<file path="config.mk">
export PLATFORM = sky130hd
export DESIGN_NAME = conv_pix_tx
export DESIGN_NICKNAME = d
export VERILOG_FILES = /design/src/rtl/conv_pix_tx.sv
export SDC_FILE = /design/constraint.sdc
export NUM_CORES = 1
export LEC_CHECK = 0
export ABC_AREA = 1
export CORE_ASPECT_RATIO = 2
export CORE_UTILIZATION = 57
export DETAILED_ROUTE_END_ITERATION = 7
export PLACE_DENSITY = 0.91
export SYNTH_ARGS = -nofsm -noshare
export SYNTH_HDL_FRONTEND = slang
export SYNTH_SLANG_ARGS = --single-unit
export TNS_END_PERCENT = 100
</file>
<file path="constraint.sdc">
create_clock -name clk -period 2.14 [get_ports clk]
set_clock_uncertainty 0.1 [all_clocks]
set_input_delay 0.321 -clock clk [delete_from_list [all_inputs] [get_ports clk]]
set_output_delay 0.321 -clock clk [all_outputs]
set_load 0.02 [all_outputs]
</file>
<file path="src/rtl/conv_pix_tx.sv">
// Raster pixel transmitter: upstream valid/ready into a small FIFO, then a
// registered pixel stream with eol/eof marking and horizontal blanking.
package conv_pkg;
    typedef logic [7:0] pixel_t;
endpackage

module conv_pix_tx
    import conv_pkg::*;
#(
    parameter int DEPTH = 4,
    parameter int MAX_W = 1024,
    parameter int MAX_H = 1024
) (
    input  logic                    clk,
    input  logic                    arst_n,
    input  logic                    in_vld_i,
    input  conv_pkg::pixel_t        in_dat_i,
    output logic                    in_rdy_o,
    input  logic [$clog2(MAX_W):0]  cfg_width_i,
    input  logic [$clog2(MAX_H):0]  cfg_height_i,
    input  logic [3:0]              cfg_hblank_i,
    output logic                    pixel_vld_o,
    output conv_pkg::pixel_t        pixel_dat_o,
    output logic                    pixel_eol_o,
    output logic                    pixel_eof_o,
    input  logic                    stall_i
);
    localparam int AW = $clog2(DEPTH);
    localparam int CW = $clog2(MAX_W);
    localparam int RW = $clog2(MAX_H);
    localparam logic [AW:0] FULL = (AW+1)'(DEPTH);

    typedef enum logic [1:0] {IDLE, RUN, HBLANK} state_t;

    pixel_t          mem_q [DEPTH];
    logic [AW-1:0]   wr_ptr_q, wr_ptr_d;
    logic [AW-1:0]   rd_ptr_q, rd_ptr_d;
    logic [AW:0]     count_q, count_d;
    logic            in_rdy_q, in_rdy_d;
    state_t          state_q, state_d;
    logic [CW-1:0]   col_q, col_d;
    logic [RW-1:0]   row_q, row_d;
    logic [3:0]      blank_q, blank_d;
    logic [CW-1:0]   w_last_q, w_last_d;
    logic [RW-1:0]   h_last_q, h_last_d;
    logic [3:0]      hb_q, hb_d;
    logic            vld_q, vld_d;
    logic            eol_q, eol_d;
    logic            eof_q, eof_d;
    pixel_t          dat_q, dat_d;

    logic push, emit, is_eol, is_eof;

    always_comb begin
        push   = in_vld_i & in_rdy_q;
        emit   = (state_q == RUN) && (count_q != '0) && !stall_i;
        is_eol = (col_q == w_last_q);
        is_eof = is_eol && (row_q == h_last_q);

        wr_ptr_d = push ? wr_ptr_q + 1'b1 : wr_ptr_q;
        rd_ptr_d = emit ? rd_ptr_q + 1'b1 : rd_ptr_q;
        count_d  = count_q;
        if (push && !emit)
            count_d = count_q + 1'b1;
        else if (!push && emit)
            count_d = count_q - 1'b1;
        // Ready looks only at the next occupancy, never at a future pop
        in_rdy_d = (count_d < FULL);

        state_d  = state_q;
        col_d    = col_q;
        row_d    = row_q;
        blank_d  = blank_q;
        w_last_d = w_last_q;
        h_last_d = h_last_q;
        hb_d     = hb_q;

        unique case (state_q)
            IDLE: begin
                w_last_d = (cfg_width_i == '0) ? '0 : CW'(cfg_width_i - 1'b1);
                h_last_d = (cfg_height_i == '0) ? '0 : RW'(cfg_height_i - 1'b1);
                hb_d     = cfg_hblank_i;
                col_d    = '0;
                row_d    = '0;
                if (count_q != '0)
                    state_d = RUN;
            end
            RUN: begin
                if (emit) begin
                    if (is_eol) begin
                        col_d = '0;
                        row_d = row_q + 1'b1;
                        if (is_eof) begin
                            state_d = IDLE;
                        end else if (hb_q != '0) begin
                            state_d = HBLANK;
                            blank_d = hb_q;
                        end
                    end else begin
                        col_d = col_q + 1'b1;
                    end
                end
            end
            HBLANK: begin
                if (!stall_i) begin
                    blank_d = blank_q - 1'b1;
                    if (blank_q == 4'd1)
                        state_d = RUN;
                end
            end
            default: state_d = IDLE;
        endcase

        vld_d = emit;
        eol_d = emit & is_eol;
        eof_d = emit & is_eof;
        dat_d = emit ? mem_q[rd_ptr_q] : dat_q;
    end

    always_ff @(posedge clk) begin
        if (push)
            mem_q[wr_ptr_q] <= in_dat_i;
    end

    always_ff @(posedge clk or negedge arst_n) begin
        if (!arst_n) begin
            wr_ptr_q <= '0;
            rd_ptr_q <= '0;
            count_q  <= '0;
            in_rdy_q <= 1'b0;
            state_q  <= IDLE;
            col_q    <= '0;
            row_q    <= '0;
            blank_q  <= '0;
            w_last_q <= '0;
            h_last_q <= '0;
            hb_q     <= '0;
            vld_q    <= 1'b0;
            eol_q    <= 1'b0;
            eof_q    <= 1'b0;
            dat_q    <= '0;
        end else begin
            wr_ptr_q <= wr_ptr_d;
            rd_ptr_q <= rd_ptr_d;
            count_q  <= count_d;
            in_rdy_q <= in_rdy_d;
            state_q  <= state_d;
            col_q    <= col_d;
            row_q    <= row_d;
            blank_q  <= blank_d;
            w_last_q <= w_last_d;
            h_last_q <= h_last_d;
            hb_q     <= hb_d;
            vld_q    <= vld_d;
            eol_q    <= eol_d;
            eof_q    <= eof_d;
            dat_q    <= dat_d;
        end
    end

    assign in_rdy_o    = in_rdy_q;
    assign pixel_vld_o = vld_q;
    assign pixel_eol_o = eol_q;
    assign pixel_eof_o = eof_q;
    assign pixel_dat_o = dat_q;
endmodule

</file>
==> metrics, run 1 <==
status complete, no violations; share of cells above drive strength 1 8.436%; Reg2Reg Depth 12; Net Count, Synth approximately 630; gr usage total 28.54%; Max Clock Freq ~500 MHz; aggregate global routing overflow 0; Final Hold Vio Count 0; IO Count 50; GP Congestion 0.9406; vias per cell 5.733; die area 9363 um2; area of the multi-input gates around 2100 um2; FILL cells around 620; clock latency on the worst-skew pair 0.35 ns; sequential power share 39.4%; Leak 2.708 nW; total number of yosys warnings 0; post-route ant nets 0; Die Y between 100 and 150 um; Synth cell types 35; reg-to-reg critical path startpoint count_q[0]; Synth top cells by count 122 x nand2_1, 94 x nor2_1, 69 x dfrtp_1, 67 x inv_1, 55 x o21ai_0; Starting Density 59.04%; Max IR drop VDD 0.001001 V; hold_ws roughly 0.40 ns; Cell Int Power 4.570 mW; synthesis-stage register bit count just over 100; fin area 6103 um2; largest net degree at the start of global routing 70; most numerous cell in the Yosys netlist nand2_1; routed wire length 12,210 um; top cells by area, synth dfrtp_1 34%, edfxtp_1 19%, nand2_1 9.0%; Sink Count 101; number of I/O port buffers a little under 50; reg-to-reg setup timing slack between 0.1 and 0.15 ns; Hold WC Path Type in2async; PwrDens ~1200 nW/um2; Slew HR about three fifths; Worst-path clk slew 0.07 ns; Reg2Reg Capture Point in_rdy_o; Rows 48; DRC Markers 0; fin crit period 2.006 ns; WP data arrival 2.15 ns; DP HPWL 8619 um; H-tree levels 3; Slew @ Worst Pin around 0.62 ns; clock network power share 21.2%; Comb pwr share 39.5%; critical path peak fanout 4; vias in the first global route 4,406; Max-cap violations 0; critical path class reg2reg; Final Setup Violations 0; Async SR Flop Fraction 68.32%; register cell area after layout roughly 2700 um2; DIE WIDTH 68.93 um; post-synthesis cell area about 5100 um2; Core ar. around 8600 um2; syn_area_per_cell 8.789 um2; Final Cycle Share between 90% and 100%; first drt pass iteration count 6; ant diodes 0; area added between synthesis and finish 19.53%; Root Driver clkbuf_16; WL per Instance 16.24 um; Sw Share 39.78%; initial antenna violation count 0; P_sw 3.019 mW; DR iter-0 viols about 400; Max Root-Sink Buffers 2; Cell Area, Placed 5779 um2; first-pass GRT wire length 19,390 um; nets@finish 700; Yosys top cell area share 33.82%; crit start category flop; Yosys top cell by area dfrtp_1; Cells after Synth 581; Post-synth EDFFs 32; total CTS buffers 9; post-synthesis sequential area ratio 52.63%; fin util 70.57%; DR vias 4,311; Crit path required time 2.28 ns; Critical Path Sink Type flop; RSZ-0062 raised after global routing no; CTS tree built; fin. max-slew vios 0; Most used DFF post-synth dfrtp_1
-- flip-flops by register name, indices dropped and copies added, names as in the netlist, 2 cells and up --
name	cells
blank_q	4
col_q	10
count_q	3
h_last_q	10
hb_q	4
mem_q	32
pixel_dat_o	8
rd_ptr_q	2
row_q	10
state_q	2
w_last_q	10
wr_ptr_q	2
-- power groups by stage --
stage	Sequential (mW)	Combinational [mW]	Clock, mW
floorplan	2.94	1.97	0
global placement	2.97	2.70	0
detailed placement	3.00	2.88	0
CTS	2.98	2.96	1.61
global route	3.04	3.33	1.69
finish	2.99	2.99	1.61
-- worst max-delay path by stage --
stage,startpoint,end,slack [ns]
5_1_grt,count_q[0],col_q[7],0.02
4_1_cts,count_q[0],in_rdy_o,0.01
6_report,count_q[0],in_rdy_o,0.13
2_1_floorplan,count_q[0],in_rdy_o,0.17
3_3_place_gp,cfg_width_i[0],w_last_q[3],0.04
3_5_place_dp,cfg_width_i[0],w_last_q[2],-0.11
-- area by class of cell --
type                       count  area share [%]
clock buffer                   9           3.690
sequential                   101           44.03
inverter                      72           4.469
tap                          100           2.050
timing repair buffer          66           10.29
clock inverter                 7           1.046
multi-input combinational    397           34.42
-- critical path, stage by stage, from the launching register on --
cell,delay [ns]
dfrtp_1,0.38
inv_1,0.09
ha_1,0.21
nand2_2,0.10
nand2_2,0.10
nor2_8,0.15
inv_1,0.07
ha_2,0.19
inv_1,0.07
nand3_1,0.10
nand2_2,0.10
xor2_2,0.16
inv_1,0.05
-- stage by stage --
step	setup TNS (ns)	power, mW	worst slack [ns]	instances
final	0	7.589	0.1340	752
after detailed placement	-1.000	5.878	-0.1140	734
after floorplan	0	4.912	0.1736	581
after global placement	0	5.663	0.04085	734
after CTS	0	7.555	0.01414	751
after global routing	0	8.067	0.02067	752
-- placed cells by master, fill, tap and decap left out, drive strengths merged, types with 2 or more instances in the layout --
cell,n
o22ai,10
o21ai,56
xor2,25
clkinv,5
nor3,7
o31ai,3
xnor2,9
a31oi,8
nand3,24
ha,15
edfxtp,32
nand2,124
clkbuf,9
nor2,101
buf,17
nand4,3
a21oi,7
inv,72
dfrtp,69
or2,2
clkdlybuf4s50,48
-- timing repair --
item                                    4_1_cts  5_1_grt
hold buffers                                  1        0
endpoints found under the setup margin        1        2
hold endpoints to repair                     69        0
buffers inserted                              0        1
resized for setup                             1        4
pin swaps                                     0        1
-- per-layer routing --
layer / GRT usage [%] / up-vias / share of wire (%)
li1: - / 1995 / -
met1: 25.81 / 2067 / 34
met2: 52.91 / 191 / 57
met3: 6.628 / 58 / 4.3
met4: 17.57 / 0 / 4.9
met5: 0 / - / 0
-- cells by family after synthesis --
kind of cell | count (synthesis) | share of synthesized area, %
AOI/OAI and AO/OA | 85 | 9.581
xor gates and xnor gates | 34 | 5.832
adders and majority gates | 15 | 3.676
buffers and inverters | 83 | 6.567
DFF | 101 | 52.63
and+or+nand+nor | 263 | 21.71
Note: power is estimated with default switching activity, not from simulation.
==> run 2, diff against run 1 <==
SETUP_SLACK_MARGIN = 0.5   (was default)
clock period = 2.16 ns   (was 2.14 ns; I/O delays follow)
==> metrics, run 2 (synthesis results as in run 1) <==
status complete, but fails checks; sequential power share 34.2%; crit start category flop; Leak 3.068 nW; Largest register FFs 32; first-pass GRT wire length 23,870 um; routed wire length 17,250 um; dpl cells 732; Die Y 135.9 um; RSZ-0062 raised after global routing yes; initial antenna violation count 0; Critical Path Sink Type flop; Cell Area, Placed 5809 um2; Final Cycle Share 90.87%; fin util 79.24%; clock network power share around 18%; Biggest register mem_q; Root Driver clkbuf_16; H-tree levels 3; total CTS buffers 9; Comb pwr share 48.1%; die area 9363 um2; Sink Count 101; Final Setup Violations 0; non-filler cells, final about 800; gr usage total 35.87%; DIE WIDTH ~69 um; WP data arrival 2.12 ns; Max Clock Freq 509.5 MHz; Sw Share between 40% and 50%; area added between synthesis and finish 34.21%; Rows 48; post-route ant nets 0; reg-to-reg setup timing slack slightly below 0.2 ns; Max IR drop VDD about 0.0009 V; Slew @ Worst Pin 0.3919 ns; fin. max-slew vios 0; ant diodes 0; Starting Density approximately three fifths; nets@finish 745; DR vias 5,033; fin crit period a little under 2 ns; Cell Int Power 4.920 mW; Core ar. 8648 um2; final setup margin 0.1971 ns; Sum Neg Setup Slack 0 ns; failing checks design-rule violations; Slew HR between 70% and 80%; DR iter-0 viols slightly above 700; most frequent cells in the layout 106 x nand2_1, 82 x nor2_1, 62 x dfrtp_1; vias in the first global route about 4,900; PwrDens 1272 nW/um2; Final Hold Vio Count 0; share of cells above drive strength 1 24.82%; Worst-path clk slew 0.07 ns; DRC Markers 3; first drt pass iteration count 8; P_sw roughly 3.8 mW; Hold WC Path Type in2reg; Crit path required time between 2 and 2.5 ns; aggregate global routing overflow 0; GP Congestion 0.9402; critical path class reg2reg; WL per Instance 21.64 um; Max-cap violations 0; clock latency on the worst-skew pair 0.37 ns; number of I/O port buffers about 50; largest net degree at the start of global routing 70; critical path peak fanout 5; fin area 6853 um2; CTS tree built; vias per cell about 6.3; setup slack at placement -0.1349 ns; IO Count 50; Max Root-Sink Buffers 2; DP HPWL 8768 um; leading cell type in the layout, fill and taps excluded nand2_1
[run 2: changes by cell type in the layout (fill, tap and decap cells not counted), moves of 14 or more]
cell             delta
buf_4              +32
clkdlybuf4s50_1    -20
dlygate4sd2_1      +15
inv_1              -14
o21ai_0            -14
[run 2: layout make-up]
type                            count  area [um2]
Sequential cell                   101        2696
Multi-Input combinational cell    401        2485
Fill cell                         490        1795
Timing Repair Buffer              107       989.7
Inverter                           72       282.8
Clock buffer                        9       225.2
Tap cell                          100       125.1
Clock inverter                      7       48.80
[run 2: path summary, 6_finish.rpt]
| path | start | to | cells past startpoint |
|---|---|---|---|
| hold reg to reg | count_q[2] | count_q[2] | 1 |
| max in group asynchronous | arst_n | col_q[3] | 3 |
| min in group asynchronous | arst_n | col_q[1] | 3 |
| setup reg to reg | row_q[5] | blank_q[0] | 11 |
| setup / recovery | row_q[5] | blank_q[0] | 11 |
| hold / removal | cfg_width_i[2] | w_last_q[2] | 3 |
[run 2: per-layer routing]
layer | track usage [%] | share of wire (%) | vias up
met1 | 35.37 | 31 | 2375
met2 | 58.85 | 52 | 413
met5 | 0 | 0.16 | -
li1 | - | - | 2090
met3 | 12.84 | 9.2 | 153
met4 | 26.19 | 8.0 | 2
[run 2: metrics by stage]
stage	hold slack, ns	power [mW]
2_1_floorplan	-0.07159	4.947
3_3_place_gp	0.2681	5.675
3_5_place_dp	0.2747	5.871
4_1_cts	0.2707	7.737
5_1_grt	0.2796	9.211
6_report	0.2783	8.716
[run 2: power by group through the flow]
stage               Clock [mW]  Sequential, mW  Combinational, mW
detailed placement           0            2.95               2.93
global placement             0            2.92               2.76
floorplan                    0            2.92               2.03
finish                    1.54            2.98               4.19
CTS                       1.50            2.91               3.32
global route              1.63            3.02               4.57
[run 2: timing repair]
item                                    in CTS  in global routing
cloned                                       3                  1
endpoints found under the setup margin      58                 61
endpoints found under the hold margin       69                  0
pin swaps                                   18                 18
setup buffers                               22                 22
hold buffers                                 1                  0
gates resized for setup                     65                 74
[run 2: critical path: stages (launching register included)]
cell	delay, ns
dfrtp_1	0.47
inv_1	0.14
nand2_1	0.09
nand2_1	0.08
nor2_1	0.20
nand2_1	0.12
nor2_2	0.18
inv_1	0.09
nand2_1	0.12
nand2_4	0.09
nand3_1	0.10
nand2_1	0.07
